## src/rtl/axi_4_slv_regbank.sv

```systemverilog
// ---------------------------------------------------------------------------
// axi_4_slv_regbank
//   AXI4-Lite slave register bank. It holds C_NUM_REGS registers, each
//   C_DATA_WIDTH bits wide. The write address and write data channels are
//   accepted independently into one-entry holding buffers. A write commits
//   one edge after both buffers are full, and the write response is held
//   until the master accepts it. Reads are fully concurrent with writes.
//   Registers flagged in C_RO_MASK are read-only. A read of one of them
//   returns the matching slice of USR_RO_DATA, and a write to one gets
//   SLVERR. An index at or beyond C_NUM_REGS gets DECERR.
//
// Ports
//   S_AXI_ACLK          : sole clock, rising edge
//   S_AXI_ARESET        : synchronous, active-high reset
//   S_AXI_AW*           : write address channel (AWPROT ignored)
//   S_AXI_W*            : write data channel with byte strobes
//   S_AXI_B*            : write response channel
//   S_AXI_AR*           : read address channel (ARPROT ignored)
//   S_AXI_R*            : read data channel
//   USR_REG_DATA        : flattened RW register contents (RO slots read 0)
//   USR_RO_DATA         : values returned for read-only registers
//   USR_WR_PULSE        : one-cycle strobe per register on an OKAY commit
// ---------------------------------------------------------------------------
module axi_4_slv_regbank #(
    parameter int                    C_DATA_WIDTH = 32,
    parameter int                    C_ADDR_WIDTH = 8,
    parameter int                    C_NUM_REGS   = 8,
    parameter logic [C_NUM_REGS-1:0] C_RO_MASK    = '0
) (
    input  logic                               S_AXI_ACLK,
    input  logic                               S_AXI_ARESET,
    input  logic                               S_AXI_AWVALID,
    output logic                               S_AXI_AWREADY,
    input  logic [C_ADDR_WIDTH-1:0]            S_AXI_AWADDR,
    input  logic [2:0]                         S_AXI_AWPROT,
    input  logic                               S_AXI_WVALID,
    output logic                               S_AXI_WREADY,
    input  logic [C_DATA_WIDTH-1:0]            S_AXI_WDATA,
    input  logic [C_DATA_WIDTH/8-1:0]          S_AXI_WSTRB,
    output logic                               S_AXI_BVALID,
    input  logic                               S_AXI_BREADY,
    output logic [1:0]                         S_AXI_BRESP,
    input  logic                               S_AXI_ARVALID,
    output logic                               S_AXI_ARREADY,
    input  logic [C_ADDR_WIDTH-1:0]            S_AXI_ARADDR,
    input  logic [2:0]                         S_AXI_ARPROT,
    output logic                               S_AXI_RVALID,
    input  logic                               S_AXI_RREADY,
    output logic [C_DATA_WIDTH-1:0]            S_AXI_RDATA,
    output logic [1:0]                         S_AXI_RRESP,
    output logic [C_NUM_REGS*C_DATA_WIDTH-1:0] USR_REG_DATA,
    input  logic [C_NUM_REGS*C_DATA_WIDTH-1:0] USR_RO_DATA,
    output logic [C_NUM_REGS-1:0]              USR_WR_PULSE
);

    localparam int C_ADDR_LSB = $clog2(C_DATA_WIDTH / 8);
    localparam int STRB_W     = C_DATA_WIDTH / 8;
    localparam int IDX_W      = C_ADDR_WIDTH - C_ADDR_LSB;

    localparam logic [1:0] RESP_OKAY   = 2'b00;
    localparam logic [1:0] RESP_SLVERR = 2'b10;
    localparam logic [1:0] RESP_DECERR = 2'b11;

    // Merge new write data into the old register value, byte by byte.
    function automatic logic [C_DATA_WIDTH-1:0] apply_strb(
        input logic [C_DATA_WIDTH-1:0] old_val,
        input logic [C_DATA_WIDTH-1:0] new_val,
        input logic [STRB_W-1:0]       strb
    );
        logic [C_DATA_WIDTH-1:0] merged;
        merged = old_val;
        for (int b = 0; b < STRB_W; b++) begin
            if (strb[b]) begin
                merged[b*8 +: 8] = new_val[b*8 +: 8];
            end else begin
                merged[b*8 +: 8] = old_val[b*8 +: 8];
            end
        end
        return merged;
    endfunction

    // Register storage and channel state
    logic [C_DATA_WIDTH-1:0] regs_r [C_NUM_REGS];
    logic                    aw_full_r;
    logic [IDX_W-1:0]        aw_idx_r;
    logic                    w_full_r;
    logic [C_DATA_WIDTH-1:0] w_data_r;
    logic [STRB_W-1:0]       w_strb_r;
    logic                    awready_r;
    logic                    wready_r;
    logic                    bvalid_r;
    logic [1:0]              bresp_r;
    logic                    arready_r;
    logic                    rvalid_r;
    logic [C_DATA_WIDTH-1:0] rdata_r;
    logic [1:0]              rresp_r;
    logic [C_NUM_REGS-1:0]   wr_pulse_r;

    // Combinational decode / next-state
    logic                    aw_hs_s;
    logic                    w_hs_s;
    logic                    ar_hs_s;
    logic                    commit_s;
    logic [IDX_W-1:0]        ar_idx_s;
    logic [C_NUM_REGS-1:0]   wr_sel_s;
    logic [C_NUM_REGS-1:0]   rd_sel_s;
    logic [C_NUM_REGS-1:0]   wr_en_s;
    logic [1:0]              wr_resp_s;
    logic [C_DATA_WIDTH-1:0] rd_data_s;
    logic [1:0]              rd_resp_s;
    logic                    aw_full_n_s;
    logic                    w_full_n_s;
    logic                    bvalid_n_s;
    logic                    rvalid_n_s;

    // Protection bits and sub-word address bits carry no meaning here.
    logic unused_s;
    assign unused_s = ^{S_AXI_AWPROT, S_AXI_ARPROT,
                        S_AXI_AWADDR[C_ADDR_LSB-1:0], S_AXI_ARADDR[C_ADDR_LSB-1:0]};

    assign aw_hs_s  = S_AXI_AWVALID & awready_r;
    assign w_hs_s   = S_AXI_WVALID  & wready_r;
    assign ar_hs_s  = S_AXI_ARVALID & arready_r;
    // Commit uses the registered full flags, so it lands one edge after the last handshake.
    assign commit_s = aw_full_r & w_full_r;
    assign ar_idx_s = S_AXI_ARADDR[C_ADDR_WIDTH-1:C_ADDR_LSB];

    // Decode the buffered write index into a one-hot register select.
    always_comb begin
        wr_sel_s = '0;
        for (int i = 0; i < C_NUM_REGS; i++) begin
            if (aw_idx_r == IDX_W'(i)) begin
                wr_sel_s[i] = 1'b1;
            end else begin
                wr_sel_s[i] = 1'b0;
            end
        end
    end

    // Classify the pending write and build the per-register write enables.
    always_comb begin
        wr_resp_s = RESP_OKAY;
        if (wr_sel_s == '0) begin
            wr_resp_s = RESP_DECERR;
        end else if ((wr_sel_s & C_RO_MASK) != '0) begin
            wr_resp_s = RESP_SLVERR;
        end else begin
            wr_resp_s = RESP_OKAY;
        end
        // An all-zero select (out of range) or an RO hit yields no enable.
        wr_en_s = wr_sel_s & ~C_RO_MASK & {C_NUM_REGS{commit_s}};
    end

    // Decode the read index and select the returned word from the pre-commit state.
    always_comb begin
        rd_sel_s  = '0;
        rd_data_s = '0;
        rd_resp_s = RESP_DECERR;
        for (int i = 0; i < C_NUM_REGS; i++) begin
            if (ar_idx_s == IDX_W'(i)) begin
                rd_sel_s[i] = 1'b1;
                rd_resp_s   = RESP_OKAY;
                if (C_RO_MASK[i]) begin
                    rd_data_s = USR_RO_DATA[i*C_DATA_WIDTH +: C_DATA_WIDTH];
                end else begin
                    rd_data_s = regs_r[i];
                end
            end else begin
                rd_sel_s[i] = 1'b0;
            end
        end
    end

    // Channel next-state: buffers fill on handshake and drain together on commit.
    always_comb begin
        aw_full_n_s = aw_full_r;
        w_full_n_s  = w_full_r;
        bvalid_n_s  = bvalid_r;
        rvalid_n_s  = rvalid_r;
        if (commit_s) begin
            aw_full_n_s = 1'b0;
            w_full_n_s  = 1'b0;
            bvalid_n_s  = 1'b1;
        end else begin
            aw_full_n_s = aw_full_r | aw_hs_s;
            w_full_n_s  = w_full_r  | w_hs_s;
            bvalid_n_s  = bvalid_r  & ~S_AXI_BREADY;
        end
        if (ar_hs_s) begin
            rvalid_n_s = 1'b1;
        end else begin
            rvalid_n_s = rvalid_r & ~S_AXI_RREADY;
        end
    end

    // Channel control registers; readies are registered from the next state.
    always_ff @(posedge S_AXI_ACLK) begin
        if (S_AXI_ARESET) begin
            aw_full_r  <= 1'b0;
            aw_idx_r   <= '0;
            w_full_r   <= 1'b0;
            w_data_r   <= '0;
            w_strb_r   <= '0;
            awready_r  <= 1'b0;
            wready_r   <= 1'b0;
            bvalid_r   <= 1'b0;
            bresp_r    <= 2'b00;
            arready_r  <= 1'b0;
            rvalid_r   <= 1'b0;
            rdata_r    <= '0;
            rresp_r    <= 2'b00;
            wr_pulse_r <= '0;
        end else begin
            aw_full_r  <= aw_full_n_s;
            w_full_r   <= w_full_n_s;
            bvalid_r   <= bvalid_n_s;
            rvalid_r   <= rvalid_n_s;
            awready_r  <= ~aw_full_n_s & ~bvalid_n_s;
            wready_r   <= ~w_full_n_s  & ~bvalid_n_s;
            arready_r  <= ~rvalid_n_s;
            wr_pulse_r <= wr_en_s;
            if (aw_hs_s) begin
                aw_idx_r <= S_AXI_AWADDR[C_ADDR_WIDTH-1:C_ADDR_LSB];
            end
            if (w_hs_s) begin
                w_data_r <= S_AXI_WDATA;
                w_strb_r <= S_AXI_WSTRB;
            end
            if (commit_s) begin
                bresp_r <= wr_resp_s;
            end
            if (ar_hs_s) begin
                rdata_r <= rd_data_s;
                rresp_r <= rd_resp_s;
            end
        end
    end

    // Register array update on an OKAY commit.
    always_ff @(posedge S_AXI_ACLK) begin
        if (S_AXI_ARESET) begin
            for (int i = 0; i < C_NUM_REGS; i++) begin
                regs_r[i] <= '0;
            end
        end else begin
            for (int i = 0; i < C_NUM_REGS; i++) begin
                if (wr_en_s[i]) begin
                    regs_r[i] <= apply_strb(regs_r[i], w_data_r, w_strb_r);
                end
            end
        end
    end

    // Flatten storage for the user side; read-only slots always show zero.
    for (genvar g = 0; g < C_NUM_REGS; g++) begin : g_usr_out
        assign USR_REG_DATA[g*C_DATA_WIDTH +: C_DATA_WIDTH] =
            C_RO_MASK[g] ? {C_DATA_WIDTH{1'b0}} : regs_r[g];
    end

    assign S_AXI_AWREADY = awready_r;
    assign S_AXI_WREADY  = wready_r;
    assign S_AXI_BVALID  = bvalid_r;
    assign S_AXI_BRESP   = bresp_r;
    assign S_AXI_ARREADY = arready_r;
    assign S_AXI_RVALID  = rvalid_r;
    assign S_AXI_RDATA   = rdata_r;
    assign S_AXI_RRESP   = rresp_r;
    assign USR_WR_PULSE  = wr_pulse_r;

endmodule

```

## config.mk

```make
export PLATFORM = sky130hd
export DESIGN_NAME = axi_4_slv_regbank
export DESIGN_NICKNAME = d
export VERILOG_FILES = /design/src/rtl/axi_4_slv_regbank.sv
export SDC_FILE = /design/constraint.sdc
export NUM_CORES = 1
export LEC_CHECK = 0
export BUFFER_PORTS_ARGS = -buffer_cell sky130_fd_sc_hd__buf_2
export CORE_MARGIN = 4
export CORE_UTILIZATION = 24
export CTS_BUF_LIST = sky130_fd_sc_hd__clkbuf_16
export DETAILED_ROUTE_END_ITERATION = 16
export GPL_ROUTABILITY_DRIVEN = 0
export PLACE_DENSITY_LB_ADDON = 0.3
export SLEW_MARGIN = 15
export SYNTH_ARGS = -nofsm -noshare
export SYNTH_HDL_FRONTEND = slang
export SYNTH_SLANG_ARGS = --single-unit
```

## constraint.sdc

```tcl
create_clock -name S_AXI_ACLK -period 1.9 [get_ports S_AXI_ACLK]
set_input_delay 0.38 -clock S_AXI_ACLK [delete_from_list [all_inputs] [get_ports S_AXI_ACLK]]
set_output_delay 0.38 -clock S_AXI_ACLK [all_outputs]
set_load 0.01 [all_outputs]
```

==> Word-level counts from Yosys, hierarchy flattened <==
Memories as Yosys holds them, arrays and structs flattened.
Cells that the tools add are included.
{ "op_classes": {"n_reduce_logical": 3, "n_mux": 159, "bitwise": 25, "eq_ne": 14} }
{ "op_table": {"columns": ["op", "n"], "rows": [
  ["$mux 8", 96],
  ["$mux 32", 16],
  ["$eq 6x3->1 const B", 8],
  ["$mux 1", 38],
  ["$eq 6x2->1 const B", 4],
  ["$mux 2", 9],
  ["$eq 6x1->1 const B", 2],
  ["$logic_not 6->1", 2],
  ["$or 1x1->1", 10],
  ["$and 1x1->1", 8],
  ["$and 8x8->8", 1],
  ["$logic_not 8->1", 1],
  ["$not 1->1", 6]
]} }
{ "totals": {"out_inout_bits": 305, "mem_count": 1, "in_bits": 321, "reg_bits": 93, "mem_bits_rw": 256} }
{ "mem_list": {"columns": ["memory", "depth", "width", "rd", "rd_ports_with_merged_regs", "wr", "line", "rtl"], "rows": [
  ["regs_r", 8, 32, 8, 0, 8, "83", "logic [C_DATA_WIDTH-1:0] regs_r [C_NUM_REGS];"]
]} }

==> Logic depth before layout (Yosys ltp) <==
{ "logic_depth": {"word_depth": 9, "ltp_mapped": 7, "depth_no_buf": 4} }

==> Worst setup path after synthesis <==
No wires, ideal clock.
{ "synth_timing": {"kind": "input port to flip-flop", "from": "input port S_AXI_ARESET", "to": "memory regs_r[7][16] (netlist: regs_r[1][112]), enable pin", "stages": 4, "setup_slack_ns": 0.104, "path_buffers": 2, "setup_ns": 0.370, "required_ns": 1.530, "arrival_time_ns": 1.426, "cell_sequence": "clkbuf_1 -> clkbuf_1 -> a31oi_1 -> nor2_1"} }
{ "synth_rtl": {"columns": ["item", "line", "rtl"], "rows": [
  ["start, declared", "31", "input logic S_AXI_ARESET,"],
  ["end, declared", "83", null]
]} }

==> out/results.tsv <==
stage	metric	value	unit
detailed_routing	post_drt_wl_per_cell	25.27	um
power_and_ir_drop	ir_worst_vdd	0.4926	mV
yosys	ys_warn_count	0	
detailed_routing	drt.antenna.violating_nets	0	
yosys	synth-edff-count	256	
yosys	synth_seq_area_share	63.18	%
grt	grt_max_degree	71	
detailed_routing	vias_per_cell	4.656	
finish	post-route-util	33.50	%
outcome	run_status	finished clean	
timing	fin_ws	0.07053	ns
die	io_pins	626	
yosys	synthDistinctLibCells	50	
detailed_routing	drc_errors	0	
clock_tree	clk_latency	0.56	ns
setup_path	reg2reg_to	regs_r[1][93]	
finish	post-route-cell-area	20750	um^2
setup_path	crit_type	register to register	
yosys	avgSynthCellArea	12.14	um^2
placed_design	place_area	19340	um^2
setup_path	critPathCaptureType	register	
placed_design	dp_hpwl	49960	um
timing	max_freq	546.6	MHz
detailed_routing	wl_met1	28320	um
die	design.core.area	61940	um^2
die	fp-row-count	91	
grt	first_global_vias	12440	
setup_path	path_buf_inv	2	
die	fp.dieW	258.4	um
clock_tree	ctsHoldBuffers	0	
detailed_routing	vias	12090	
finish	layout.nets	2048	
clock_tree	clk_pin_slew	0.06	ns
detailed_routing	drtIter0Drc	941	
timing	skew	0.02382	ns
yosys	syn_inst	1240	
grt	grt_first_pass_wirelength	92260	um
grt	gr-usage-all-layers	19.00	%
clock_tree	cts_tree	done	
clock_tree	clockBufferDepth	3	
timing	post-route-period-util	96.29	%
timing	finalCriticalPeriod	1.829	ns
timing	setup_violations	0	
grt	antenna_found_initial	6	
hold_path	hp-class	primary input to register	
finish	layout-drive-gt1-share	37.51	%
hold_path	min-delay-start	S_AXI_WDATA[7]	
power_and_ir_drop	power.density	887.8	nW/um^2
timing	slew_headroom	49.38	%
placed_design	port_buffers	359	
finish	final_cells	2596	
detailed_routing	first_pass_iters	5	
setup_path	ff2ff_path_depth	6	
hold_path	hold_path_depth	3	
grt	grt_overflow_total	0	
yosys	syn_area	15050	um^2
yosys	async_flop_share	0	%
die	dieHeight	258.4	um
clock_tree	cts_made_buffers	41	
setup_path	worstPathCellList	nor3_4 -> and2_1 -> a31oi_1 -> buf_4 -> nor2_1 -> buf_12	
hold_path	min_to	w_data_r[7]	
timing	worst_pin_slew	0.7575	ns
setup_path	start_kind	register	
die	start_util	24.30	%
yosys	synth_seq_cells	347	
die	die_area	66780	um^2
timing	rsz0062_at_grt	true	
setup_path	cp_slowest_stage_delay	0.33	ns
detailed_routing	wl	65610	um
setup_path	cp.required	2.15	ns
placed_design	dpl_worst_slack	-0.4067	ns
clock_tree	cts.sinks	347	
finish	syn_to_final_growth	37.88	%
run	drv_cap	0	
detailed_routing	met3_length	5776	um
setup_path	critPathArrivalTime	2.08	ns
setup_path	cp_slowest_cell	dfxtp_2	
detailed_routing	highest_layer	met5	
setup_path	reg2reg_slack	0.07	ns
clock_tree	root_buffer	clkbuf_16	
clock_tree	htreeDepth	2	
yosys	syn_nets	1561	
setup_path	r2r_start	aw_idx_r[4]	
setup_path	crit_family	simple AND/OR/NAND/NOR gates	
yosys	ys.flop_type	edfxtp_1	
detailed_routing	wl_met2	30210	um
power_and_ir_drop	leakage	8.482	nW
timing	report.final.hold_viol_count	0	
placed_design	dp.cells	2519	
timing	drv_slew	0	
setup_path	worst-path-max-fanout	8	
timing	hold-worst-slack	0.06333	ns
## state kept, by name (all words and copies together) (netlist names), 4 cells and up
signal        cells
S_AXI_RDATA      32
aw_idx_r          6
w_strb_r          4
w_data_r         32
regs_r          256
USR_WR_PULSE      8
## kinds of logic after synthesis
family | after synthesis | share of synthesized area (%)
AOI/OAI and AO/OA | 259 | 12.05
xor gates and xnor gates | 1 | 0.05820
buffers and inverters | 108 | 3.084
DFF | 347 | 63.18
muxes | 45 | 4.015
and+or+nand+nor | 480 | 17.62
## synthesized netlist by cell type (all sizes together) (18+ instances only)
master | n | area share [%]
edfxtp | 256 | 51
and2 | 196 | 8.1
nand2 | 112 | 2.8
dfxtp | 91 | 12
clkbuf | 67 | 1.7
a21oi | 48 | 1.6
nor2 | 43 | 1.2
nor2b | 40 | 1.7
a211oi | 37 | 2.1
o21ai | 37 | 1.2
buf | 33 | 1.2
o211ai | 33 | 1.6
nor3 | 29 | 1.1
nand2b | 26 | 1.1
a21o | 24 | 1.2
o22ai | 23 | 0.96
mux2i | 21 | 1.4
o221ai | 18 | 1.0
## metal layers
layer	up-vias	track usage, %
met1	6034	24.62
met2	440	30.75
li1	5510	-
met4	12	3.958
met5	-	0
met3	90	6.870
## what timing repair did
| action | in CTS | in global routing |
|---|---|---|
| setup buffers | 0 | 2 |
| gates resized for setup | 4 | 5 |
| pin swaps | 0 | 1 |
| endpoints found under the setup margin | 32 | 116 |
## metrics by stage
| stage | setup TNS (ns) | power (mW) |
|---|---|---|
| 4_1_cts | 0 | 18.63 |
| 5_1_grt | -0.7067 | 19.09 |
| 3_5_place_dp | -7.473 | 10.56 |
| 6_report | 0 | 18.42 |
| 2_1_floorplan | 0 | 9.445 |
| 3_3_place_gp | -7.019 | 10.54 |
## placed cells by master, fill, tap and decap left out, drive strengths merged, types with 26 or more instances in the layout
cell type and count:
buf 544, edfxtp 256, and2 196, nand2 112
dfxtp 91, a21oi 48, clkbuf 43, nor2 43
nor2b 40, a211oi 37, o21ai 37, o211ai 33
nor3 29, nand2b 26
## worst min-delay path: stages
cell and delay [ns]:
buf_2 0.09, nand2_1 0.05, a21oi_1 0.05
## final cells by class
cell class                      count  area [um^2]
Antenna cell                        2        5.005
Clock buffer                       43         1076
Clock inverter                     30        271.5
Fill cell                        6301        41190
Inverter                            8        30.03
Multi-Input combinational cell    785         5157
Sequential cell                   347         9510
Tap cell                          837         1047
Timing Repair Buffer              544         3655
## report_power, final
part	switching, mW	internal, mW	leakage [nW]	total [mW]
clock network	3.26	4.77	0.677	8.03
logic	1.03	0.705	4.45	1.74
registers	0.259	8.40	3.35	8.66
total	4.56	13.9	8.48	18.4
## how the worst max path moves through the flow
stage / from / end / cells after the start
after CTS: aw_idx_r[5] / regs_r[0][6] / 7
after detailed placement: S_AXI_ARADDR[2] / S_AXI_RDATA[17] / 5
after global routing: aw_idx_r[4] / regs_r[1][9] / 7
after global placement: S_AXI_ARADDR[2] / S_AXI_RDATA[9] / 7
final: aw_idx_r[4] / regs_r[1][93] / 6
after floorplan: S_AXI_ARESET / regs_r[1][112] / 4
Power figures use the tool's default switching activity.
